===== src/rtl/sw_cmd_if.sv =====
// Button, stopwatch-status and command/lap signals between the stopwatch
// front end (sw_cmd_ctrl) and the stopwatch time manager.
//
// Handshake: the controller drives cmd (non-zero) and raises busy in the same
// cycle. Both stay constant until state_in shows the state the command asks
// for. cmd and busy then drop together on the next clock edge. If that state
// does not appear within the timeout, cmd and busy drop and err pulses for one
// cycle. A new command is never issued while busy is high.
interface sw_cmd_if;
  logic       btn_ss;
  logic       btn_clr;
  logic       btn_lap;
  logic [1:0] state_in;
  logic [5:0] min_in;
  logic [5:0] sec_in;
  logic [1:0] cmd;
  logic       busy;
  logic       err;
  logic       lap_valid;
  logic [5:0] lap_min;
  logic [5:0] lap_sec;
  logic       fsm_state;  // debug view of the sequencer: 0 IDLE, 1 WAIT

  modport master (
    output btn_ss, btn_clr, btn_lap, state_in, min_in, sec_in,
    input  cmd, busy, err, lap_valid, lap_min, lap_sec, fsm_state
  );

  modport slave (
    input  btn_ss, btn_clr, btn_lap, state_in, min_in, sec_in,
    output cmd, busy, err, lap_valid, lap_min, lap_sec, fsm_state
  );
endinterface


===== src/rtl/sw_cmd_ctrl.sv =====
// Stopwatch command sequencer: debounces three push buttons, turns presses
// into start/stop/stop-reset commands chosen from the stopwatch state, holds
// each command until the stopwatch confirms it (or times out), and keeps a
// lap snapshot of min/sec.
module sw_cmd_ctrl #(
  parameter int DEB_CYCLES  = 4,
  parameter int ACK_TIMEOUT = 4
) (
  input logic     clk,
  input logic     rst,
  sw_cmd_if.slave bus
);

  localparam logic [3:0] DEB_MAX = 4'(DEB_CYCLES);
  localparam logic [3:0] ACK_MAX = 4'(ACK_TIMEOUT);

  localparam logic [1:0] ST_INIT  = 2'b00;
  localparam logic [1:0] ST_START = 2'b01;
  localparam logic [1:0] ST_STOP  = 2'b10;
  localparam logic [1:0] ST_SRST  = 2'b11;

  localparam logic [1:0] CMD_NONE  = 2'd0;
  localparam logic [1:0] CMD_START = 2'd1;
  localparam logic [1:0] CMD_STOP  = 2'd2;
  localparam logic [1:0] CMD_SRST  = 2'd3;

  typedef enum logic {IDLE = 1'b0, WAIT = 1'b1} state_t;

  // Button index: 0 start/stop, 1 clear, 2 lap.
  logic [2:0] raw;
  logic [2:0] sync1;
  logic [2:0] sync2;
  logic [3:0] deb_cnt [3];
  logic [2:0] deb;
  logic [2:0] deb_q;
  logic [2:0] press;

  state_t     state;
  logic [1:0] cmd_q;
  logic       busy_q;
  logic       err_q;
  logic [3:0] tcnt;
  logic       ack;
  logic       lap_clear;

  logic       lap_valid_q;
  logic [5:0] lap_min_q;
  logic [5:0] lap_sec_q;

  assign raw = {bus.btn_lap, bus.btn_clr, bus.btn_ss};

  // Two-flop synchronisers, saturating debounce counters and edge registers.
  always_ff @(posedge clk or negedge rst) begin
    if (!rst) begin
      sync1 <= '0;
      sync2 <= '0;
      deb_q <= '0;
      for (int i = 0; i < 3; i++) deb_cnt[i] <= '0;
    end else begin
      sync1 <= raw;
      sync2 <= sync1;
      deb_q <= deb;
      for (int i = 0; i < 3; i++) begin
        if (!sync2[i])
          deb_cnt[i] <= '0;
        else if (deb_cnt[i] != DEB_MAX)
          deb_cnt[i] <= deb_cnt[i] + 4'd1;
      end
    end
  end

  // Debounced level and single-cycle press pulse on its rising edge.
  always_comb begin
    deb   = '0;
    for (int i = 0; i < 3; i++) deb[i] = (deb_cnt[i] == DEB_MAX);
    press = deb & ~deb_q;
  end

  // Acknowledge: stopwatch state matches what the outstanding command asks for.
  always_comb begin
    ack = 1'b0;
    case (cmd_q)
      CMD_START: ack = (bus.state_in == ST_START);
      CMD_STOP:  ack = (bus.state_in == ST_STOP);
      CMD_SRST:  ack = (bus.state_in == ST_SRST) || (bus.state_in == ST_INIT);
      default:   ack = 1'b0;
    endcase
    lap_clear = (state == WAIT) && ack && (cmd_q == CMD_SRST);
  end

  // Command sequencer. A clear press takes the cycle even when the current
  // state makes it a no-op, so a simultaneous start/stop press is dropped.
  always_ff @(posedge clk or negedge rst) begin
    if (!rst) begin
      state  <= IDLE;
      cmd_q  <= CMD_NONE;
      busy_q <= 1'b0;
      err_q  <= 1'b0;
      tcnt   <= '0;
    end else begin
      err_q <= 1'b0;
      case (state)
        IDLE: begin
          if (press[1]) begin
            if (bus.state_in == ST_START || bus.state_in == ST_STOP) begin
              cmd_q  <= CMD_SRST;
              busy_q <= 1'b1;
              tcnt   <= '0;
              state  <= WAIT;
            end
          end else if (press[0]) begin
            case (bus.state_in)
              ST_INIT, ST_STOP: begin
                cmd_q  <= CMD_START;
                busy_q <= 1'b1;
                tcnt   <= '0;
                state  <= WAIT;
              end
              ST_START: begin
                cmd_q  <= CMD_STOP;
                busy_q <= 1'b1;
                tcnt   <= '0;
                state  <= WAIT;
              end
              default: ;
            endcase
          end
        end
        WAIT: begin
          if (ack) begin
            cmd_q  <= CMD_NONE;
            busy_q <= 1'b0;
            state  <= IDLE;
          end else if (tcnt + 4'd1 >= ACK_MAX) begin
            cmd_q  <= CMD_NONE;
            busy_q <= 1'b0;
            err_q  <= 1'b1;
            tcnt   <= ACK_MAX;
            state  <= IDLE;
          end else begin
            tcnt <= tcnt + 4'd1;
          end
        end
        default: state <= IDLE;
      endcase
    end
  end

  // Lap snapshot; a confirmed stop-reset wipes it and beats a same-cycle lap.
  always_ff @(posedge clk or negedge rst) begin
    if (!rst) begin
      lap_valid_q <= 1'b0;
      lap_min_q   <= '0;
      lap_sec_q   <= '0;
    end else if (lap_clear) begin
      lap_valid_q <= 1'b0;
      lap_min_q   <= '0;
      lap_sec_q   <= '0;
    end else if (press[2] && bus.state_in == ST_START) begin
      lap_valid_q <= 1'b1;
      lap_min_q   <= bus.min_in;
      lap_sec_q   <= bus.sec_in;
    end
  end

  assign bus.cmd       = cmd_q;
  assign bus.busy      = busy_q;
  assign bus.err       = err_q;
  assign bus.lap_valid = lap_valid_q;
  assign bus.lap_min   = lap_min_q;
  assign bus.lap_sec   = lap_sec_q;
  assign bus.fsm_state = state;

endmodule


===== src/flat_wrapper.sv =====
// flat-port wrapper written by rule: the top's interface ports become plain ports
module sw_cmd_ctrl_flat 
#(
  parameter int DEB_CYCLES  = 4,
  parameter int ACK_TIMEOUT = 4
)
  (clk, rst, bus_btn_ss, bus_btn_clr, bus_btn_lap, bus_state_in, bus_min_in, bus_sec_in, bus_cmd, bus_busy, bus_err, bus_lap_valid, bus_lap_min, bus_lap_sec, bus_fsm_state);
  sw_cmd_if bus_i ();
  input logic clk;
  input logic rst;
  input wire logic [$bits(bus_i.btn_ss)-1:0] bus_btn_ss;
  input wire logic [$bits(bus_i.btn_clr)-1:0] bus_btn_clr;
  input wire logic [$bits(bus_i.btn_lap)-1:0] bus_btn_lap;
  input wire logic [$bits(bus_i.state_in)-1:0] bus_state_in;
  input wire logic [$bits(bus_i.min_in)-1:0] bus_min_in;
  input wire logic [$bits(bus_i.sec_in)-1:0] bus_sec_in;
  output wire logic [$bits(bus_i.cmd)-1:0] bus_cmd;
  output wire logic [$bits(bus_i.busy)-1:0] bus_busy;
  output wire logic [$bits(bus_i.err)-1:0] bus_err;
  output wire logic [$bits(bus_i.lap_valid)-1:0] bus_lap_valid;
  output wire logic [$bits(bus_i.lap_min)-1:0] bus_lap_min;
  output wire logic [$bits(bus_i.lap_sec)-1:0] bus_lap_sec;
  output wire logic [$bits(bus_i.fsm_state)-1:0] bus_fsm_state;
  assign bus_i.btn_ss = bus_btn_ss;
  assign bus_i.btn_clr = bus_btn_clr;
  assign bus_i.btn_lap = bus_btn_lap;
  assign bus_i.state_in = bus_state_in;
  assign bus_i.min_in = bus_min_in;
  assign bus_i.sec_in = bus_sec_in;
  assign bus_cmd = bus_i.cmd;
  assign bus_busy = bus_i.busy;
  assign bus_err = bus_i.err;
  assign bus_lap_valid = bus_i.lap_valid;
  assign bus_lap_min = bus_i.lap_min;
  assign bus_lap_sec = bus_i.lap_sec;
  assign bus_fsm_state = bus_i.fsm_state;
  sw_cmd_ctrl #(.DEB_CYCLES(DEB_CYCLES), .ACK_TIMEOUT(ACK_TIMEOUT)) u_core (.clk(clk), .rst(rst), .bus(bus_i));
endmodule

===== config.mk =====
export PLATFORM = sky130hd
export DESIGN_NAME = sw_cmd_ctrl_flat
export DESIGN_NICKNAME = d
export VERILOG_FILES = /design/src/rtl/sw_cmd_if.sv /design/src/rtl/sw_cmd_ctrl.sv /design/src/flat_wrapper.sv
export SDC_FILE = /design/constraint.sdc
export NUM_CORES = 1
export LEC_CHECK = 0
export CORE_MARGIN = 2
export CORE_UTILIZATION = 46
export DETAILED_ROUTE_END_ITERATION = 16
export PLACE_DENSITY = 0.83
export SYNTH_ARGS = -nofsm -noshare
export SYNTH_HDL_FRONTEND = slang
export SYNTH_SLANG_ARGS = --single-unit

===== constraint.sdc =====
create_clock -name clk -period 1.6 [get_ports clk]
set_clock_uncertainty 0.1 [all_clocks]
set_input_delay 0.32 -clock clk [delete_from_list [all_inputs] [get_ports clk]]
set_output_delay 0.32 -clock clk [all_outputs]
set_load 0.005 [all_outputs]

# Yosys cells after proc, flatten, opt, wreduce, memory -nomap -nowiden
# Cells that the tools add are included.
[word_totals]
elab_cells = 99
inputBits = 19
out_inout_bits = 18
reg_bits = 43
[op_classes]
add_sub_neg = 4
bitwise = 3
mux = 44
n_eq_ne = 21
n_reduce_logical = 12
n_lt_le_gt_ge = 1
[op_table]
columns = ["op", "count"]
rows = [
  ["4-bit 2-to-1 mux", 12],
  ["6-bit 2-to-1 mux", 4],
  ["1-bit 2-to-1 mux", 17],
  ["4-bit by 1-bit adder with 4-bit output (second input constant)", 4],
  ["4-bit by 3-bit == test with 1-bit output (second input constant)", 3],
  ["4-bit by 3-bit != test with 1-bit output (second input constant)", 3],
  ["4-bit AND reduction", 3],
  ["2-bit 2-to-1 mux", 5],
  ["2-bit == test (second input constant)", 4],
  ["2-bit != test (second input constant)", 4],
  ["2-bit one-hot mux with 2 select lines", 2],
  ["4-bit one-hot mux with 2 select lines", 1],
  ["3-bit != test (second input constant)", 2],
  ["2-bit by 1-bit == test with 1-bit output (second input constant)", 2],
  ["4-bit by 3-bit >= comparator with 1-bit output (second input constant)", 1],
  ["4-bit by 2-bit != test with 1-bit output (second input constant)", 1],
  ["1-bit one-hot mux with 2 select lines", 2],
  ["3-bit AND", 1],
  ["1-bit logical AND", 3],
  ["3-bit by 1-bit != test with 1-bit output (second input constant)", 1],
  ["3-bit by 2-bit != test with 1-bit output (second input constant)", 1],
  ["3-bit NOT", 1],
  ["1-bit one-hot mux with 3 select lines", 1],
  ["3-bit OR reduction", 1],
  ["5 further kinds", 6],
]

# Depth between registers and ports, before layout
# Gate-level depths: netlist of run 1.
[logic_depth]
depth_word = 6
depth_mapped = 7

# Worst setup path before layout of run 1
# No wires, ideal clock.
[synth_path]
path_kind = "register to register"
startpoint = "register u_core.deb_cnt[4] (netlist bit)"
endpoint = "register u_core.tcnt[0]"
n_path_buf = 0
setup_slack_ps = -159
arrival_ps = 1530
path_stages_with_launch = 7
period_less_slack_ps = 1759
setup_ps = 129
cell_sequence = "dfrtp_1 inv_1 ha_1 and4bb_1 or4_4 a21oi_4 o22ai_1"
[synth_between]
elab_chain_cells = 4
[synth_lines]
columns = ["item", "line_no", "rtl"]
rows = [
  ["from (decl)", "sw_cmd_ctrl.sv:33", "logic [3:0] deb_cnt [3];"],
  ["from (signal, indexed assignment)", "sw_cmd_ctrl.sv:67", "deb_cnt[i] <= deb_cnt[i] + 4'd1;"],
  ["4-bit by 3-bit == test with 1-bit output (*)", "sw_cmd_ctrl.sv:75", "for (int i = 0; i < 3; i++) deb[i] = (deb_cnt[i] == DEB_MAX);"],
  ["3-bit AND (*)", "sw_cmd_ctrl.sv:76", "press = deb & ~deb_q;"],
  ["3-bit by 1-bit != test with 1-bit output (no line) (tied with other cells)", "n/a", ""],
  ["4-bit AND reduction (no line) or 4-bit one-hot mux with 2 select lines (tied branches)", "n/a", ""],
  ["to (signal assigned)", "sw_cmd_ctrl.sv:141", "tcnt <= tcnt + 4'd1;"],
  ["to (decl)", "sw_cmd_ctrl.sv:42", "logic [3:0] tcnt;"],
]
# Every way passes the cells marked *; elsewhere a longest branch is shown, timed or not.
# A chain may end at the register's enable or synchronous reset.

# Worst setup path after layout of run 1
[layout_path]
startpoint = "register u_core.deb_cnt[4] (netlist bit)"
endpoint = "register u_core.tcnt[2]"
# The elaborated chain is that of the path after synthesis.

==> results of run 1 <==
-- power by group --
part / switching (W) / internal, W / leakage [nW]
clock network: 0.000346 / 0.000338 / 0.0470
logic: 0.000586 / 0.000879 / 0.891
registers: 0.000188 / 0.00137 / 0.560
-- cells by family (layout without fill, tap and decap cells) --
group           after synthesis  count (layout)  share of synthesized area [%]
buf+inv                      15              95                          3.261
compound gates               26              26                          9.847
xor+xnor                      3               3                          1.343
fa+ha+maj                    10              10                          6.394
simple gates                 59              59                          17.46
flops                        43              43                          54.99
mux                          13              13                          6.714
-- final cells by class --
| type | count | area, sq um |
|---|---|---|
| multi-input cells | 111 | 917.1 |
| fillers | 272 | 1166 |
| repair buffers | 75 | 699.4 |
| clock buffers | 6 | 82.58 |
| inverters | 13 | 48.80 |
| well taps | 50 | 62.56 |
| flip-flops and latches | 43 | 1076 |
| clock inverters | 1 | 5.005 |
-- metal layers --
| metal | up-vias | GRT usage [%] | wire length, um |
|---|---|---|---|
| met5 | - | 0 | 0 |
| met4 | 0 | 7.190 | 61 |
| met3 | 5 | 7.122 | 266 |
| met2 | 44 | 33.23 | 2206 |
| met1 | 746 | 22.93 | 1657 |
| li1 | 739 | - | - |
-- stage by stage --
stage	power, W	cell area [sq um]
5_1_grt	0.003951	2892
3_3_place_gp	0.002760	2532
3_5_place_dp	0.002819	2532
6_report	0.003703	2892
2_1_floorplan	0.002113	1984
4_1_cts	0.003636	2813
-- registers in the layout, indices dropped and copies added (netlist names) --
name                  flops
u_core.bus.fsm_state      1
u_core.deb_cnt           12
u_core.bus.lap_sec        6
u_core.bus.busy           1
u_core.bus.cmd            2
u_core.bus.lap_min        6
u_core.deb_q              3
u_core.bus.err            1
u_core.tcnt               4
u_core.sync2              3
u_core.bus.lap_valid      1
u_core.sync1              3
-- cells in the final DEF (no fill, tap or decap), types with 2 or more instances in the layout --
cell type,count
dfrtp_1,43
buf_4,34
nor2_1,20
clkdlybuf4s50_1,20
mux2i_1,10
dlymetal6s2s_1,9
inv_1,8
a21oi_1,7
nand2_1,7
clkbuf_8,6
inv_2,5
nor2b_1,5
ha_1,5
dlygate4sd2_1,5
nor3_1,4
ha_4,4
and2_1,3
a31oi_1,3
nand3_1,3
xnor2_1,3
nand3b_1,2
nand3b_4,2
nand2b_1,2
o21ai_0,2
and3_1,2
o22a_1,2
a21boi_0,2
o22ai_1,2
buf_12,2
buf_6,2
-- timing repair --
action / 4_1_cts / 5_1_grt
hold buffers: 1 / 0
endpoints found under the hold margin: 15 / 0
pin swaps: 13 / 3
buffers inserted: 13 / 9
setup endpoints to repair: 26 / 30
gates resized for setup: 21 / 12
cloned: 1 / 0
-- final timing paths --
check                      slack, ps  cells after the start           endpoint
min in group asynchronous        370                      2  u_core.deb_cnt[5]
hold / removal                   250                      0    u_core.sync2[0]
max in group asynchronous        570                      3    u_core.deb_q[2]
hold reg to reg                  250                      0    u_core.sync2[0]
setup / recovery                -180                      6     u_core.tcnt[2]
setup reg to reg                -180                      6     u_core.tcnt[2]
==> metrics.md, run 1 <==
| Metric | Value |
|---|---|
| Status | `finished, violations left` |
| Failing checks | `setup timing` |
| NumNets Final | `278` |
| Wirelength, routed | `4191 um` |
| Fin crit period | `1779 ps` |
| Seq/Total Area, Yosys | `54.99%` |
| Global-route total usage across every layer | `19.65%` |
| Post-synth EDFFs | `0` |
| Synth Instances | `169` |
| Max Freq | `roughly 560 MHz` |
| Yosys top cell by area | `dfrtp_1` |
| Row count | `23` |
| Synth Register Bits | `43` |
| Final worst setup slack | `-178.6 ps` |
| Hold Startpoint | `u_core.sync1[0]` |
| Worst Setup End Kind | `register` |
| CP max-delay cell | `or4_4` |
| Setup-failing EPs final | `20` |
| Inst Count DP | `between 200 and 300` |
| Drc violations | `0` |
| Die height | `69.23 um` |
| Max-cap violations | `0` |
| First drt pass iteration count | `4` |
| Gpl congestion | `0.7821` |
| Crit path arrival time | `1860 ps` |
| I/O pin count | `37` |
| Ys flop type | `dfrtp_1` |
| Dpl hpwl | `2709 um` |
| CP bufs+invs | `1` |
| Wire length of the first global-routing pass | `around 7400 um` |
| CTS tree | `done` |
| Number of library cell types mapped by synthesis | `40` |
| CTS clock-pin slew for the worst setup and hold paths | `80 ps` |
| H-tree depth | `2` |
| Root buffer cell | `clkbuf_8` |
| Cell Chain, Critical Path | `inv_2, ha_4, and4bb_1, or4_4, a21oi_4, o22ai_1` |
| Final Cycle Share | `111.2%` |
| CP delay by family, top | `simple AND/OR/NAND/NOR gates` |
| Synthesized area per cell | `between 10 and 15 sq um` |
| Largest net degree at the start of global routing | `29` |
| CP Class | `register to register` |
| Vias per Instance | `5.130` |
| Synth top area share | `54.99%` |
| Die Width | `69.23 um` |
| Initial DRC count | `between 80 and 90` |
| Number of nets with antenna violations after routing | `0` |
| Post-Syn Area | `1957 sq um` |
| Commonest cells in the netlist | `dfrtp_1 (43), nor2_1 (20), inv_1 (13), mux2i_1 (12), ha_1 (10)` |
| Relative slew slack | `68.91%` |
| Gr ovfl total | `0` |
| CTS buffer count | `5` |
| Area Overhead vs Synth | `47.76%` |
| Share of cells above drive strength 1 | `27.71%` |
| Vias in the first global route | `1621` |
| Clock Tree Buf Depth | `2` |
| CP max stage delay | `450 ps` |
| CP max FO | `5` |
| Setup tns final | `-1338 ps` |
| Starting Density | `48.23%` |
| Area of the core | `4058 sq um` |
| Worst-Margin Slew | `about 470 ps` |
| IO Port Bufs | `36` |
| Initial antenna violation count | `0` |
| Most frequent cell after synthesis | `dfrtp_1` |
| RSZ-0062 raised after global routing | `true` |
| Pre-CTS setup slack | `-692.2 ps` |
| Drt wl/cell | `14.02 um` |
| RR Startpoint | `u_core.deb_cnt[4]` |
| Via count | `approximately 1500` |
| Final Max Tran Viols | `0` |
| Leakage | `between 1 and 1.5 nW` |
| Setup crit start | `u_core.deb_cnt[4]` |
| Core Util, Final | `71.26%` |
| Worst min-delay path class | `register to register` |
| Pwr per Cell Area | `1281 nW/um^2` |
| Top cells by area in the synthesized netlist | `dfrtp_1 (55%), ha_1 (6.4%), mux2i_1 (6.1%)` |
| VDD IR max | `a little under 0.7 mV` |
| Die area | `4792 sq um` |
| CTS Sinks | `between 40 and 50` |
| Hold_ws | `252.4 ps` |
| Final Hold Vio Count | `0` |
| Startpoint types | `register` |
| Worst skew pair latency | `290 ps` |
| N_diodes | `0` |
| Post-synthesis net count | `198` |
| Critical Path RT | `between 1500 and 2000 ps` |
| Syn. warnings | `0` |
| Final non-filler cell total | `299` |
| FFs w/ async S/R, synth | `100.0%` |
(Power assumes the default switching activity.)
==> inputs of run 2 (changes only) <==
Settings changed: CORE_UTILIZATION 46 to 30, DONT_BUFFER_PORTS set to 1, PLACE_DENSITY 0.83 to 0.53, SKIP_LAST_GASP set to 1.
==> metrics.md, run 2 (synthesis gave the netlist of run 1 again) <==
| Metric | Value |
|---|---|
| Final Cycle Share | `106.7%` |
| Most common cell after layout, fill and taps aside | `dfrtp_1` |
| Final Hold Vio Count | `0` |
| Switching share of power | `31.42%` |
| Die Width | `between 80 and 90 um` |
| Max-cap violations | `0` |
| Initial antenna violation count | `0` |
| Wirelength, routed | `3556 um` |
| RR Startpoint | `u_core.deb_cnt[4]` |
| Row count | `29` |
| CTS buffer count | `5` |
| Critical Path RT | `1690 ps` |
| Root buffer cell | `clkbuf_8` |
| Inst Count DP | `roughly 260` |
| CTS Sinks | `43` |
| Area Overhead vs Synth | `24.17%` |
| CTS tree | `done` |
| Gr ovfl total | `0` |
| Pwr per Cell Area | `1324 nW/um^2` |
| Share of cells above drive strength 1 | `24.26%` |
| Failing checks | `setup timing` |
| Most frequent cells in the layout | `dfrtp_1 (43), nor2_1 (20), buf_4 (20), mux2i_1 (12), nand2_1 (8)` |
| Starting Density | `30.99%` |
| Vias per Instance | `around 4.6` |
| Dpl hpwl | `2518 um` |
| Final non-filler cell total | `about 280` |
| Clock share of power | `around a quarter` |
| NumNets Final | `230` |
| Max reg flops | `12` |
| First drt pass iteration count | `2` |
| CP Class | `register to register` |
| Max Freq | `around 600 MHz` |
| Cell Chain, Critical Path | `inv_2, ha_4, and4bb_1, or4_4, a21oi_4, o2bb2ai_1` |
| Area of the core | `6314 sq um` |
| Status | `finished, violations left` |
| Wire length of the first global-routing pass | `6196 um` |
| Hold Startpoint | `bus_min_in[0]` |
| Worst hold stages | `2` |
| Final worst setup slack | `-107.5 ps` |
| Drt wl/cell | `between 10 and 15 um` |
| CP bufs+invs | `1` |
| CP max-delay cell | `or4_4` |
| Via count | `between 1000 and 1500` |
| H-tree depth | `2` |
| Relative slew slack | `69.15%` |
| Initial DRC count | `56` |
| Worst Setup End Kind | `register` |
| Final Max Tran Viols | `0` |
| Largest net degree at the start of global routing | `44` |
| Gpl congestion | `0.7576` |
| CP max stage delay | `around 440 ps` |
| Setup tns final | `-605.5 ps` |
| Drc violations | `0` |
| Leakage | `roughly 1.2 nW` |
| R2R Setup Slk | `-110 ps` |
| Setup-failing EPs final | `10` |
| Clock Tree Buf Depth | `2` |
| CTS clock-pin slew for the worst setup and hold paths | `90 ps` |
| Fin crit period | `1708 ps` |
| Worst-Margin Slew | `462.7 ps` |
| RSZ-0062 raised after global routing | `true` |
| Hold worst-path end | `u_core.bus.lap_min[0]` |
| Largest Register | `u_core.deb_cnt` |
| Number of nets with antenna violations after routing | `0` |
| CP max FO | `5` |
| IO Port Bufs | `0` |
| Worst min-delay path class | `primary input to register` |
| Sequential group share of total power | `49.5%` |
| Startpoint types | `register` |
| Crit path arrival time | `1790 ps` |
| I/O pin count | `37` |
| CP delay by family, top | `simple AND/OR/NAND/NOR gates` |
| Reg-to-reg endpoint | `u_core.tcnt[1]` |
| Pint | `about 0.0022 W` |
| R2R depth | `6` |
| Die area | `7185 sq um` |
| NetSw | `0.001011 W` |
| Die height | `84.77 um` |
| N_diodes | `0` |
| Worst skew pair latency | `300 ps` |
| Vias in the first global route | `roughly 1300` |
| VDD IR max | `between 0.6 and 0.7 mV` |
| Comb pwr share | `26.4%` |
| Global-route total usage across every layer | `11.03%` |
## run 2: cell types whose count changed in the layout (fill, tap and decap cells not counted), sizes merged
cell	change
clkdlybuf4s50	-20
dlymetal6s2s	-9
clkinv	-1
dlygate4sd3	+3
dlygate4sd2	-5
clkdlybuf4s15	-1
buf	-16
clkinvlp	+1
clkbuf	+1
## run 2: power groups by stage
stage / combinational (W) / sequential [W] / clock [W]
after floorplan: 0.000522 / 0.00159 / 0
after CTS: 0.000873 / 0.00160 / 0.000808
after global placement: 0.000769 / 0.00162 / 0
after global routing: 0.000978 / 0.00163 / 0.000858
final: 0.000851 / 0.00159 / 0.000773
after detailed placement: 0.000787 / 0.00162 / 0
## run 2: cell type report
class	instances	area (sq um)
Fill cell	629	3884
Sequential cell	43	1076
Multi-Input combinational cell	111	864.6
Timing Repair Buffer	27	240.2
Clock buffer	7	96.34
Tap cell	77	96.34
Inverter	13	48.80
Clock inverter	1	7.507
## run 2: per-layer routing
metal | vias up | share of wire (%) | global-route usage, %
met5 | - | 0 | 0
met4 | 0 | 0.98 | 3.030
met3 | 5 | 6.4 | 5.113
met2 | 23 | 49 | 17.97
met1 | 619 | 44 | 13.18
li1 | 644 | - | -
## run 2: worst max path at each step
stage	startpoint	end	slack, ps	depth (start not counted)
floorplan	u_core.deb_cnt[8]	u_core.tcnt[0]	-150	6
global placement	bus_state_in[0]	u_core.bus.busy	-160	6
detailed placement	u_core.deb_cnt[4]	u_core.tcnt[0]	-190	6
CTS	u_core.deb_cnt[4]	u_core.tcnt[1]	-120	6
global route	u_core.deb_cnt[4]	u_core.tcnt[1]	-180	6
finish	u_core.deb_cnt[4]	u_core.tcnt[1]	-110	6
## run 2: what timing repair did
item | CTS | global route
pin swaps | 5 | 2
setup buffers | 4 | 2
gates cloned | 1 | 0
hold endpoints to repair | 46 | 0
endpoints found under the setup margin | 20 | 20
gates resized for setup | 6 | 3
hold buffers | 5 | 0
## run 2: through the flow
stage          instance area, sq um  utilization, %  total power [W]  hold WS (ps)  worst slack, ps
3_3_place_gp                   2206           34.94         0.002385        -74.50           -161.2
5_1_grt                        2430           38.49         0.003469         65.38           -184.2
2_1_floorplan                  1984               -         0.002113        -75.59           -152.2
3_5_place_dp                   2206           34.94         0.002402        -74.51           -190.3
4_1_cts                        2455           38.88         0.003281         69.59           -117.6
6_report                       2430           38.49         0.003217         73.11           -107.5
